### src/rtl/pic_disp_pkg.sv
// Shared constants and the aligned sync/window bundle for the picture-ROM display path.
package pic_disp_pkg;

    localparam int IMG_W   = 256;
    localparam int IMG_H   = 256;
    localparam int ROM_LAT = 2;
    localparam int PIX_W   = 24;
    localparam int ADDR_W  = 16;
    localparam int CNT_W   = 12;

    typedef struct packed {
        logic vs;
        logic hs;
        logic de;
        logic win;
        logic border;
    } sync_t;

    localparam int SYNC_W = $bits(sync_t);

    // True when lo <= c < lo+len and c < lim (lim clips the window to the active area).
    function automatic logic in_span(input logic [CNT_W-1:0] c, input int lo,
                                     input int len, input int lim);
        return (int'(c) >= lo) && (int'(c) < lo + len) && (int'(c) < lim);
    endfunction

endpackage

### src/rtl/pic_delay_line.sv
// Fixed DEPTH-stage register pipeline, synchronously cleared; no backpressure.
module pic_delay_line #(
    parameter int DEPTH = 3,
    parameter int WIDTH = 1
) (
    input  logic             clk,
    input  logic             rst_n,
    input  logic [WIDTH-1:0] din,
    output logic [WIDTH-1:0] dout
);

    logic [WIDTH-1:0] stg [DEPTH];

    always_ff @(posedge clk) begin
        if (!rst_n) begin
            for (int i = 0; i < DEPTH; i++) stg[i] <= '0;
        end else begin
            stg[0] <= din;
            for (int i = 1; i < DEPTH; i++) stg[i] <= stg[i-1];
        end
    end

    assign dout = stg[DEPTH-1];

endmodule

### src/rtl/pic_rom_fetch.sv
// Overlays a 256x256 ROM picture on a video stream; 3 clk latency, no backpressure.
// Optional PIC_ROM_FETCH_BORDER_EN draws a white one-pixel frame around the picture.
module pic_rom_fetch
    import pic_disp_pkg::*;
#(
    parameter int               H_ACT    = 1920,
    parameter int               V_ACT    = 1080,
    parameter int               IMG_X    = 832,
    parameter int               IMG_Y    = 412,
    parameter logic [PIX_W-1:0] BG_COLOR = 24'h000000,
    parameter bit               VS_POL   = 1'b1
) (
    input  logic              clk,
    input  logic              rst_n,
    input  logic              vs_in,
    input  logic              hs_in,
    input  logic              de_in,
    output logic [ADDR_W-1:0] rom_addr,
    input  logic [PIX_W-1:0]  rom_data,
    output logic              vs_out,
    output logic              hs_out,
    output logic              de_out,
    output logic [PIX_W-1:0]  rgb_out
);

    logic [CNT_W-1:0] x_cnt;
    logic [CNT_W-1:0] y_cnt;
    logic             vs_prev;
    logic             de_prev;
    logic             locked;

    logic             vs_lead;
    logic             de_fall;
    logic             in_win;
    logic             border;
    logic [CNT_W-1:0] x_off;
    logic [CNT_W-1:0] y_off;
    logic [7:0]       x_rel;
    logic [7:0]       y_rel;

    sync_t            s_in;
    sync_t            s_out;

    assign vs_lead = (vs_in == VS_POL) && (vs_prev != VS_POL);
    assign de_fall = de_prev && !de_in;

    assign x_off = x_cnt - CNT_W'(IMG_X);
    assign y_off = y_cnt - CNT_W'(IMG_Y);
    assign x_rel = x_off[7:0];
    assign y_rel = y_off[7:0];

    assign in_win = locked && de_in
                 && in_span(x_cnt, IMG_X, IMG_W, H_ACT)
                 && in_span(y_cnt, IMG_Y, IMG_H, V_ACT);

`ifdef PIC_ROM_FETCH_BORDER_EN
    assign border = in_win && (x_rel == 8'h00 || x_rel == 8'hFF ||
                               y_rel == 8'h00 || y_rel == 8'hFF);
`else
    assign border = 1'b0;
`endif

    always_ff @(posedge clk) begin
        if (!rst_n) begin
            x_cnt    <= '0;
            y_cnt    <= '0;
            vs_prev  <= 1'b0;
            de_prev  <= 1'b0;
            locked   <= 1'b0;
            rom_addr <= '0;
        end else begin
            x_cnt   <= de_in ? x_cnt + CNT_W'(1) : '0;
            vs_prev <= vs_in;
            de_prev <= de_in;
            // Frame start wins over a coincident end of line so the new frame starts at line 0.
            if (vs_lead) begin
                y_cnt  <= '0;
                locked <= 1'b1;
            end else if (de_fall) begin
                y_cnt <= y_cnt + CNT_W'(1);
            end
            if (in_win) rom_addr <= {y_rel, x_rel};
        end
    end

    assign s_in = '{vs: vs_in, hs: hs_in, de: de_in, win: in_win, border: border};

    pic_delay_line #(
        .DEPTH (ROM_LAT + 1),
        .WIDTH (SYNC_W)
    ) u_align (
        .clk   (clk),
        .rst_n (rst_n),
        .din   (s_in),
        .dout  (s_out)
    );

    assign vs_out = s_out.vs;
    assign hs_out = s_out.hs;
    assign de_out = s_out.de;

    // rom_data arrives already aligned with the delayed flags, so the final mux is combinational.
    always_comb begin
        rgb_out = '0;
        if (s_out.win)
            rgb_out = s_out.border ? 24'hFFFFFF : rom_data;
        else if (s_out.de)
            rgb_out = BG_COLOR;
    end

endmodule
### config.mk
export PLATFORM = sky130hd
export DESIGN_NAME = pic_rom_fetch
export DESIGN_NICKNAME = d
export VERILOG_FILES = /design/src/rtl/pic_disp_pkg.sv /design/src/rtl/pic_delay_line.sv /design/src/rtl/pic_rom_fetch.sv
export SDC_FILE = /design/constraint.sdc
export NUM_CORES = 1
export LEC_CHECK = 0
export ABC_AREA = 1
export CAP_MARGIN = 20
export CORE_MARGIN = 4
export CORE_UTILIZATION = 40
export CTS_CLUSTER_DIAMETER = 120
export DETAILED_ROUTE_END_ITERATION = 10
export GPL_ROUTABILITY_DRIVEN = 0
export PLACE_DENSITY = 0.69
export SLEW_MARGIN = 20
export SYNTH_ARGS = -nofsm -noshare
export SYNTH_HDL_FRONTEND = slang
export SYNTH_SLANG_ARGS = --single-unit
### constraint.sdc
create_clock -name clk -period 2.8 [get_ports clk]
set_clock_uncertainty 0.05 [all_clocks]
set_input_delay 0.56 -clock clk [delete_from_list [all_inputs] [get_ports clk]]
set_output_delay 0.56 -clock clk [all_outputs]
set_load 0.1 [all_outputs]
Word level (Yosys, flattened, before mapping)
Memories as Yosys holds them, arrays and structs flattened.
Index checks and enable logic that the tools add are counted.
{"block": "totals", "register_bits": 43, "latch_bits": 0, "mem_bits_rw": 15, "romBits": 0, "output_inout_bits": 43, "word_cells": 41, "mem_count": 1}
{"block": "classes", "n_addsub": 4, "n_mul": 0, "div": 0, "n_lt_le_gt_ge": 6, "n_eq_ne": 0, "n_shift": 0, "mux": 7, "bitwise": 5, "reduce_logical": 12}
{"name": "u_align.stg", "words": 3, "word_bits": 5, "rd": 3, "rd_ports_with_merged_regs": 0, "write_ports": 3, "line": "pic_delay_line.sv:12", "source": "logic [WIDTH-1:0] stg [DEPTH];"}
{"cell": "$mux W24", "n": 2}
{"cell": "$lt A12 B11 Y1 const B", "n": 3}
{"cell": "$add A12 B1 Y12 const B", "n": 2}
{"cell": "$mux W5", "n": 3}
{"cell": "$ge A12 B10 Y1 const B", "n": 1}
{"cell": "$ge A12 B9 Y1 const B", "n": 1}
{"cell": "$lt A12 B10 Y1 const B", "n": 1}
{"cell": "$logic_and A1 B1 Y1", "n": 9}
{"cell": "$sub A8 B7 Y8 const B", "n": 1}
{"cell": "$sub A8 B8 Y8 const B", "n": 1}
{"cell": "$or A1 B1 Y1", "n": 3}
{"cell": "$mux W1", "n": 2}
{"cell": "$not A1 Y1", "n": 2}
{"cell": "$reduce_and A2 Y1", "n": 1}
{"cell": "$reduce_or A2 Y1", "n": 1}
{"cell": "$logic_not A1 Y1", "n": 1}

Longest topological paths before layout
Gate-level depths: netlist of the first run.
{"block": "depth", "depth_word": 6, "depth_mapped": 13, "ltp_nobuf": 12}

Cells and area by module
A second synthesis of the first run with hierarchy kept.
{"block": "hier_totals", "cells_unflattened": 393, "hier_area_um2": 2816.5}
{"module": "pic_rom_fetch", "n_inst": 1, "cells_per_inst": 342, "area_per_inst_um2": 2354.8, "seq_area_each_um2": 860.8}
{"module": "pic_delay_line", "n_inst": 1, "cells_per_inst": 51, "area_per_inst_um2": 461.7, "seq_area_each_um2": 300.3}

Worst setup path before layout of the first run
No wires, ideal clock.
{"block": "synth_timing", "path_kind": "register -> output", "start": "memory u_align.stg[0][11] in the netlist's numbering", "end": "output rgb_out[10]", "arrival_ps": 1313, "setup_slack_ps": 877, "path_stages_with_launch": 4, "cell_sequence": "dfxtp_1 clkbuf_1 nand2_1 inv_1"}
{"item": "start: declaration", "line": "pic_delay_line.sv:12"}
{"item": "end: declaration", "line": "pic_rom_fetch.sv:23", "source": "output logic [PIX_W-1:0] rgb_out"}

==> run_results.csv, run 1 <==
group,metric,value,unit
critical_path,start_kind,"register",
final_layout,regArea,0.001061,mm^2
floorplanning,rows,28,
critical_path,crit_buf_inv,2,
global_routing,grt_pass1_wl,9.680,mm
pwr,cellPowerDensity,380.2,mW/mm^2
clock_tree,clk_latency,0.31,ns
critical_path,cpLargestDelayFamily,"flip-flops",
place,port_buffers,71,
sta,slew_headroom,51.27,%
outcome,status,"completed",
detailed_routing,avgRoutedWirePerCell,11.27,um
logic_synthesis,syn_area,0.002549,mm^2
run,drv_cap,0,
floorplanning,fp.dieW,87.83,um
floorplanning,die_h,87.83,um
sta,min_period,2.201,ns
sta,period_share,78.62,%
final_layout,instances_no_fill,517,
clock_tree,cts.sink_count,53,
floorplanning,io_pins,72,
sta,worst_slew_pin_slew,0.7300,ns
pwr,p_leak,1.731,nW
final_layout,area_growth,42.02,%
detailed_routing,via_per_inst,4.625,
logic_synthesis,synthArstFlopShare,0,%
global_routing,grt_pass1_vias,2162,
detailed_routing,num_vias,2391,
detailed_routing,drtIter0Drc,137,
floorplanning,die-area,0.007713,mm^2
detailed_routing,first_pass_iters,4,
clock_tree,cts_tree,"yes",
floorplanning,core,0.006061,mm^2
place,placed_cells,509,
critical_path,crit_fanout,24,
logic_synthesis,synth_area_leaders,"dfxtp_1 42%, nand2_1 13%, inv_1 11%",
final_layout,fin_util,59.72,%
final_layout,drive_gt1_share,15.38,%
final_layout,multi_input_area,0.001150,mm^2
pwr,total_power,0.001376,W
sta,hold-worst-slack,0.3668,ns
final_layout,fillers,556,
logic_synthesis,synth_area_leader_cell,"dfxtp_1",
final_layout,diodes,0,
sta,fmax,0.4543,GHz
detailed_routing,drc,0,
clock_tree,cts_buffers,5,
sta,setup_viol,0,
sta,rsz0062_at_grt,"false",
global_routing,track_usage,15.57,%
critical_path,cp.arrival,1.59,ns
logic_synthesis,synthDistinctLibCells,28,
critical_path,end_kind,"primary output",
global_routing,grt-ovfl-total,0,
clock_tree,root_buffer,"clkbuf_8",
pwr,ir_worst_vdd,0.0003548,V
final_layout,nNetsFinal,478,
clock_tree,clkTransAtPathRegs,0.09,ns
clock_tree,hold_buffers,0,
critical_path,cp.required,2.19,ns
global_routing,antenna_found_initial,0,
logic_synthesis,avgSynthCellArea,6.870,um^2
critical_path,cp_slowest_cell,"dfxtp_1",
global_routing,grt_max_degree,28,
clock_tree,cts_max_level,2,
sta,maxSlewViolCount,0,
critical_path,critPathMaxStageDelay,0.80,ns
sta,finalSetupTns,0,ns
logic_synthesis,synthesis.instances,371,
logic_synthesis,synthesis.nets,408,
clock_tree,ctsResizeCount,0,
clock_tree,cts_buffer_depth,2,
logic_synthesis,synth-edff-count,0,
critical_path,worstSetupPathType,"register to primary output",
logic_synthesis,yosys_warnings,0,
logic_synthesis,synthFlopType,"dfxtp_1",
logic_synthesis,synth-seq-area-share,41.63,%
min_path,min_path_type,"register to register",
floorplanning,initial_utilization,42.05,%
logic_synthesis,synth_top_area_share,41.63,%
sta,hold_viol_final,0,
logic_synthesis,ys_ff_latch,53,
place,place_hpwl,4.694,mm
clock_tree,postCtsSetupRepairBufs,0,
critical_path,crit_path_cell_trace,"nand2_1 > inv_1 > buf_12",
detailed_routing,ant_nets,0,
detailed_routing,routed_wirelength,5.826,mm
## power breakdown
part           switching [W]   total, W  internal [W]  leakage [nW]
Clock               0.000253   0.000521      0.000268        0.0543
Sequential        0.00000479   0.000767      0.000762         0.429
Combinational      0.0000425  0.0000888     0.0000463          1.25
Total               0.000300    0.00138       0.00108          1.73
## synth_stat cells (3+ instances only)
cell,n
a21oi_1,14
buf_2,3
dfxtp_1,53
ha_1,8
inv_1,73
inv_2,3
nand2_1,88
nand2_2,3
nand3_1,16
nand4_1,14
nor2_1,54
nor2_2,3
nor3_1,7
o21ai_0,10
xor2_1,6
## stage by stage
stage          area, um^2  setup WS, ns
6_report             3620        0.5986
3_3_place_gp         3505        0.6426
4_1_cts              3620        0.5552
2_1_floorplan        2549        0.8772
5_1_grt              3620        0.4216
3_5_place_dp         3505        0.6323
## tightest hold or removal path: cells and delay by family, from the launching register on
family | cells | cell delay, ns
and+or+nand+nor | 1 | 0.04
buffers and inverters | 1 | 0.04
DFF | 1 | 0.32
## flip-flops by register name, indices dropped and copies added, names as in the netlist
register and flops:
rom_addr 16, x_cnt 12, u_align.stg 12, locked 1, y_cnt 12
## per-layer routing
metal | track usage [%] | wire length (um) | vias to the layer above
li1 | - | - | 1261
met4 | 5.021 | 80 | 0
met2 | 25.68 | 2520 | 81
met3 | 3.951 | 535 | 10
met1 | 19.91 | 2690 | 1039
met5 | 0 | 0 | -
## placed cells by master, fill, tap and decap left out, drive strengths merged
cell	count
a2111oi	1
nor4	1
clkdlybuf4s50	28
clkinv	2
nand3b	1
inv	76
nand4	15
o21ai	10
dfxtp	53
a21oi	14
clkbuf	5
nor2	58
nand2	93
nor3	8
xor2	6
bufinv	1
nand3	17
ha	8
clkinvlp	1
buf	44
## final cells by class
cell class	instances	area share (%)
clock buffers	5	1.901
inverters	77	7.985
clock inverters	3	1.279
well taps	75	2.592
multi-input cells	232	31.77
flip-flops and latches	53	29.31
repair buffers	72	25.16
## path summary, 6_finish.rpt
check	from	end	slack, ns	cells past startpoint
hold / removal	u_align.stg[0][9]	u_align.stg[0][14]	0.37	2
setup reg to reg	x_cnt[7]	rom_addr[12]	0.98	12
setup / recovery	u_align.stg[0][11]	rgb_out[23]	0.60	3
hold reg to reg	u_align.stg[0][9]	u_align.stg[0][14]	0.37	2
## cells by family after synthesis
group,Yosys count,synth area share (%)
AO/OA/AOI/OAI,25,5.057
XOR/XNOR,6,2.062
adder cells (fa/ha/maj),8,3.928
buffers and inverters,86,13.25
flip-flops,53,41.63
AND/OR/NAND/NOR,193,34.07
Power figures use the tool's default switching activity.
==> run 2, diff against run 1 <==
--- a/config.mk
+++ b/config.mk
@@ -12,7 +12,7 @@
 export CTS_CLUSTER_DIAMETER = 120
 export DETAILED_ROUTE_END_ITERATION = 10
 export GPL_ROUTABILITY_DRIVEN = 0
-export PLACE_DENSITY = 0.69
+export PLACE_DENSITY = 0.71
 export SLEW_MARGIN = 20
 export SYNTH_ARGS = -nofsm -noshare
 export SYNTH_HDL_FRONTEND = slang
==> constraint.sdc (replaced) <==
create_clock -name clk -period 1.8 [get_ports clk]
set_clock_uncertainty 0.05 [all_clocks]
set_input_delay 0.36 -clock clk [delete_from_list [all_inputs] [get_ports clk]]
set_output_delay 0.36 -clock clk [all_outputs]
set_load 0.1 [all_outputs]
==> run_results.csv, run 2 (same netlist as run 1, synthesis figures left out) <==
group,metric,value,unit
outcome,status,"completed",
sta,min_period,1.668,ns
run,drv_cap,0,
detailed_routing,via_per_inst,4.756,
pwr,power_frac_seq,54.5,%
floorplanning,rows,28,
detailed_routing,drc,0,
critical_path,end_kind,"primary output",
floorplanning,fp.dieW,87.83,um
min_path,min_path_type,"register to register",
sta,rsz0062_at_grt,"false",
final_layout,drive_gt1_share,17.84,%
floorplanning,die-area,0.007713,mm^2
final_layout,largest_register_ffs,16,
clock_tree,cts_max_level,2,
sta,slew_headroom,73.04,%
pwr,swShare,21.46,%
clock_tree,cts_tree,"yes",
critical_path,crit_fanout,24,
detailed_routing,first_pass_iters,4,
global_routing,grt_max_degree,28,
pwr,p_comb_share,6.8,%
detailed_routing,avgRoutedWirePerCell,11.97,um
pwr,clkPwrFrac,38.7,%
floorplanning,die_h,87.83,um
clock_tree,cts_buffers,5,
final_layout,instances_no_fill,529,
clock_tree,clk_latency,0.31,ns
final_layout,final_cell_mix,"88 x nand2_1, 73 x inv_1, 53 x nor2_1, 53 x dfxtp_1, 44 x buf_12",
floorplanning,initial_utilization,42.05,%
pwr,ir_worst_vdd,0.0004916,V
sta,hold_viol_final,0,
clock_tree,cts_buffer_depth,2,
critical_path,cp.required,1.39,ns
sta,period_share,92.65,%
final_layout,nNetsFinal,490,
pwr,p_leak,1.848,nW
clock_tree,cts.sink_count,53,
detailed_routing,num_vias,2516,
global_routing,grt-ovfl-total,0,
critical_path,cp.arrival,1.26,ns
clock_tree,clkTransAtPathRegs,0.10,ns
sta,worst_slew_pin_slew,0.3943,ns
place,port_buffers,71,
floorplanning,io_pins,72,
clock_tree,postCtsSetupRepairBufs,0,
sta,maxSlewViolCount,0,
place,place_hpwl,5.045,mm
pwr,internal-power,0.001718,W
global_routing,grt_pass1_vias,2370,
detailed_routing,ant_nets,0,
floorplanning,core,0.006061,mm^2
pwr,cellPowerDensity,550.9,mW/mm^2
final_layout,largest-register,"rom_addr",
clock_tree,root_buffer,"clkbuf_8",
global_routing,grt_pass1_wl,10.18,mm
final_layout,diodes,0,
detailed_routing,routed_wirelength,6.330,mm
detailed_routing,drtIter0Drc,128,
final_layout,final_common_cell,"nand2_1",
sta,setup_viol,0,
final_layout,area_growth,55.82,%
global_routing,antenna_found_initial,0,
global_routing,track_usage,16.68,%
sta,fmax,0.5996,GHz
critical_path,worstSetupPathType,"register to primary output",
pwr,total_power,0.002188,W
pwr,p_switching,0.0004696,W
clock_tree,hold_buffers,0,
place,placed_cells,521,
critical_path,start_kind,"register",
-- run 2: worst paths after layout --
check / startpoint / end / slack, ns / cells after the start
worst min register to register: u_align.stg[0][8] / u_align.stg[0][13] / 0.37 / 2
worst max register to register: x_cnt[0] / rom_addr[5] / 0.15 / 13
worst min-delay path: u_align.stg[0][8] / u_align.stg[0][13] / 0.37 / 2
worst max-delay path: u_align.stg[0][11] / rgb_out[11] / 0.13 / 4
-- run 2: power by group through the flow --
stage	Clock (W)	Sequential (W)	Combinational (W)
floorplan	0	0.00123	0.0000475
global placement	0	0.00122	0.000145
detailed placement	0	0.00122	0.000149
CTS	0.000860	0.00119	0.000150
global route	0.000908	0.00119	0.000164
finish	0.000846	0.00119	0.000149
-- run 2: critical path: stages (launching register included) --
cell	delay (ns)
dfxtp_1	0.32
buf_4	0.24
nand2_1	0.11
inv_1	0.11
buf_12	0.18
-- run 2: area by class of cell --
cell class | count | area (um^2)
Timing Repair Buffer | 84 | 1255
Tap cell | 75 | 93.84
Multi-Input combinational cell | 232 | 1152
Clock buffer | 6 | 82.58
Sequential cell | 53 | 1061
Fill cell | 488 | 2090
Clock inverter | 2 | 37.54
Inverter | 77 | 289.0
-- run 2: per-stage QoR --
stage / hold WS [ns] / util [%] / area [um^2] / setup TNS, ns / worst slack [ns]
2_1_floorplan: 0.3405 / - / 2549 / 0 / 0.07721
3_3_place_gp: 0.3427 / 63.44 / 3845 / -0.7941 / -0.08584
3_5_place_dp: 0.3486 / 63.44 / 3845 / -1.864 / -0.1628
4_1_cts: 0.3709 / 65.42 / 3965 / 0 / 0.1056
5_1_grt: 0.3819 / 65.52 / 3971 / 0 / 0.01153
6_report: 0.3696 / 65.52 / 3971 / 0 / 0.1322
-- run 2: per-layer routing --
metal	global-route usage, %	up-vias	routed length, um	share of wire [%]
met5	0	-	0	0
met3	4.892	14	697	11
met2	28.49	99	2924	46
met1	19.32	1117	2554	40
met4	7.252	0	154	2.4
li1	-	1286	-	-
-- run 2: what timing repair did --
action	CTS	global route
resized for setup	0	2
setup endpoints to repair	0	1
hold endpoints to repair	0	0
==> run 3, diff against run 2 <==
--- a/config.mk
+++ b/config.mk
@@ -7,6 +7,7 @@
 export LEC_CHECK = 0
 export ABC_AREA = 1
 export CAP_MARGIN = 20
+export CORE_ASPECT_RATIO = 1.4
 export CORE_MARGIN = 4
 export CORE_UTILIZATION = 40
 export CTS_CLUSTER_DIAMETER = 120
==> constraint.sdc (replaced) <==
create_clock -name clk -period 1.8 [get_ports clk]
set_clock_uncertainty 0.05 [all_clocks]
set_input_delay 0.18 -clock clk [delete_from_list [all_inputs] [get_ports clk]]
set_output_delay 0.18 -clock clk [all_outputs]
set_load 0.1 [all_outputs]
==> run_results.csv, run 3 (same netlist as run 1, synthesis figures left out) <==
group,metric,value,unit
outcome,status,"completed",
floorplanning,die-area,0.007731,mm^2
detailed_routing,drtIter0Drc,59,
clock_tree,cts_max_level,2,
detailed_routing,drc,0,
final_layout,final_common_cell,"nand2_1",
global_routing,grt_pass1_vias,2363,
critical_path,crit_buf_inv,0,
sta,maxSlewViolCount,0,
global_routing,grt_pass1_wl,10.05,mm
critical_path,timing.rr.end,"rom_addr[14]",
floorplanning,rows,34,
detailed_routing,first_pass_iters,4,
clock_tree,clk_latency,0.31,ns
global_routing,track_usage,16.48,%
critical_path,worstSetupPathType,"register to register",
floorplanning,initial_utilization,41.04,%
place,placed_cells,513,
critical_path,r2r_cells,10,
final_layout,diodes,0,
critical_path,crit_fanout,5,
final_layout,final_cell_mix,"88 x nand2_1, 73 x inv_1, 53 x nor2_1, 53 x dfxtp_1, 28 x clkdlybuf4s50_1",
pwr,p_leak,1.764,nW
global_routing,grt_max_degree,26,
floorplanning,fp.dieW,75.46,um
critical_path,cpLargestDelayFamily,"simple AND/OR/NAND/NOR gates",
clock_tree,clkTransAtPathRegs,0.09,ns
global_routing,grt-ovfl-total,0,
place,port_buffers,71,
final_layout,fillers,574,
sta,period_share,90.15,%
detailed_routing,ant_nets,0,
critical_path,crit_path_cell_trace,"ha_1 > nand2_2 > nand2_4 > nand2_2 > nand2_4 > nand3_1 > nor2_2 > nand2_1 > nor2_1 > nor2_1",
min_path,min_path_type,"primary input to register",
detailed_routing,routed_wirelength,6.258,mm
sta,hold_viol_final,0,
clock_tree,cts_buffers,5,
final_layout,regArea,0.001061,mm^2
run,drv_cap,0,
final_layout,nNetsFinal,486,
final_layout,multi_input_area,0.001152,mm^2
sta,worst_slew_pin_slew,0.4742,ns
pwr,ir_worst_vdd,0.0004969,V
sta,slew_headroom,68.12,%
final_layout,area_growth,43.79,%
floorplanning,io_pins,72,
min_path,min-delay-start,"hs_in",
clock_tree,hold_buffers,0,
critical_path,cp_slowest_cell,"dfxtp_1",
detailed_routing,via_per_inst,4.818,
sta,finalSetupTns,0,ns
floorplanning,core,0.006211,mm^2
critical_path,r2r-start,"y_cnt[3]",
place,place_hpwl,4.940,mm
floorplanning,die_h,102.4,um
sta,rsz0062_at_grt,"false",
critical_path,end_kind,"register",
critical_path,cp.required,1.95,ns
clock_tree,root_buffer,"clkbuf_8",
pwr,cellPowerDensity,544.6,mW/mm^2
final_layout,largest_register_ffs,16,
sta,fmax,0.6163,GHz
sta,min_period,1.623,ns
critical_path,start_kind,"register",
critical_path,ff2ff_setup_slack,0.18,ns
detailed_routing,avgRoutedWirePerCell,11.99,um
final_layout,instances_no_fill,522,
sta,setup_viol,0,
global_routing,antenna_found_initial,0,
critical_path,cp.arrival,1.77,ns
critical_path,critPathMaxStageDelay,0.41,ns
clock_tree,cts.sink_count,53,
clock_tree,cts_tree,"yes",
clock_tree,cts_buffer_depth,2,
final_layout,drive_gt1_share,16.89,%
min_path,hold_depth,3,
detailed_routing,num_vias,2515,
final_layout,largest-register,"rom_addr",
min_path,min_to,"u_align.stg[0][3]",
## run 3: where the power goes
part	internal [W]	total, W	switching (W)
registers	0.00118	0.00119	0.00000658
clock network	0.000278	0.000659	0.000382
logic	0.0000754	0.000145	0.0000694
total	0.00154	0.00200	0.000458
## run 3: area by class of cell
| class | instances | area share [%] |
|---|---|---|
| Clock buffer | 6 | 1.980 |
| Clock inverter | 2 | 0.3756 |
| Inverter | 77 | 7.955 |
| Multi-Input combinational cell | 232 | 31.44 |
| Sequential cell | 53 | 28.95 |
| Tap cell | 72 | 2.458 |
| Timing Repair Buffer | 80 | 26.84 |
## run 3: how the worst max path moves through the flow
stage / startpoint / end / cells after the start
after floorplan: u_align.stg[0][11] / rgb_out[10] / 3
after detailed placement: de_in / rom_addr[14] / 8
after global placement: de_in / rom_addr[13] / 7
final: y_cnt[3] / rom_addr[14] / 10
after CTS: y_cnt[3] / rom_addr[14] / 10
after global routing: y_cnt[3] / rom_addr[7] / 10
## run 3: stage by stage
| step | hold WS, ns | util [%] | power, W | worst slack, ns | area (um^2) |
|---|---|---|---|---|---|
| after floorplan | 0.2235 | - | 0.001278 | 0.2572 | 2549 |
| after global placement | 0.3457 | 57.21 | 0.001361 | 0.05518 | 3553 |
| after detailed placement | 0.3503 | 57.21 | 0.001363 | -0.005816 | 3553 |
| after CTS | 0.3653 | 58.60 | 0.002017 | 0.1030 | 3640 |
| after global routing | 0.3813 | 59.00 | 0.002064 | 0.02694 | 3665 |
| final | 0.3613 | 59.00 | 0.001996 | 0.1773 | 3665 |
## run 3: metal layers
metal  up-vias  track usage, %  part of all wire [%]
met1      1123           16.85                    37
met3        14           4.331                    10
met2       104           31.07                    51
met4         0           5.922                   2.3
li1       1274               -                     -
met5         -               0                     0
## run 3: worst register-to-register path, stage by stage, from the launching register on
cell and delay (ns):
dfxtp_1 0.41, ha_1 0.21, nand2_2 0.12, nand2_4 0.11, nand2_2 0.06, nand2_4 0.08
nand3_1 0.08, nor2_2 0.17, nand2_1 0.09, nor2_1 0.09, nor2_1 0.05
## run 3: repair_timing
action                                  in CTS  in global routing
resized for setup                            0                  2
endpoints found under the setup margin       0                 16
hold endpoints to repair                     0                  0
buffers inserted                             0                  1
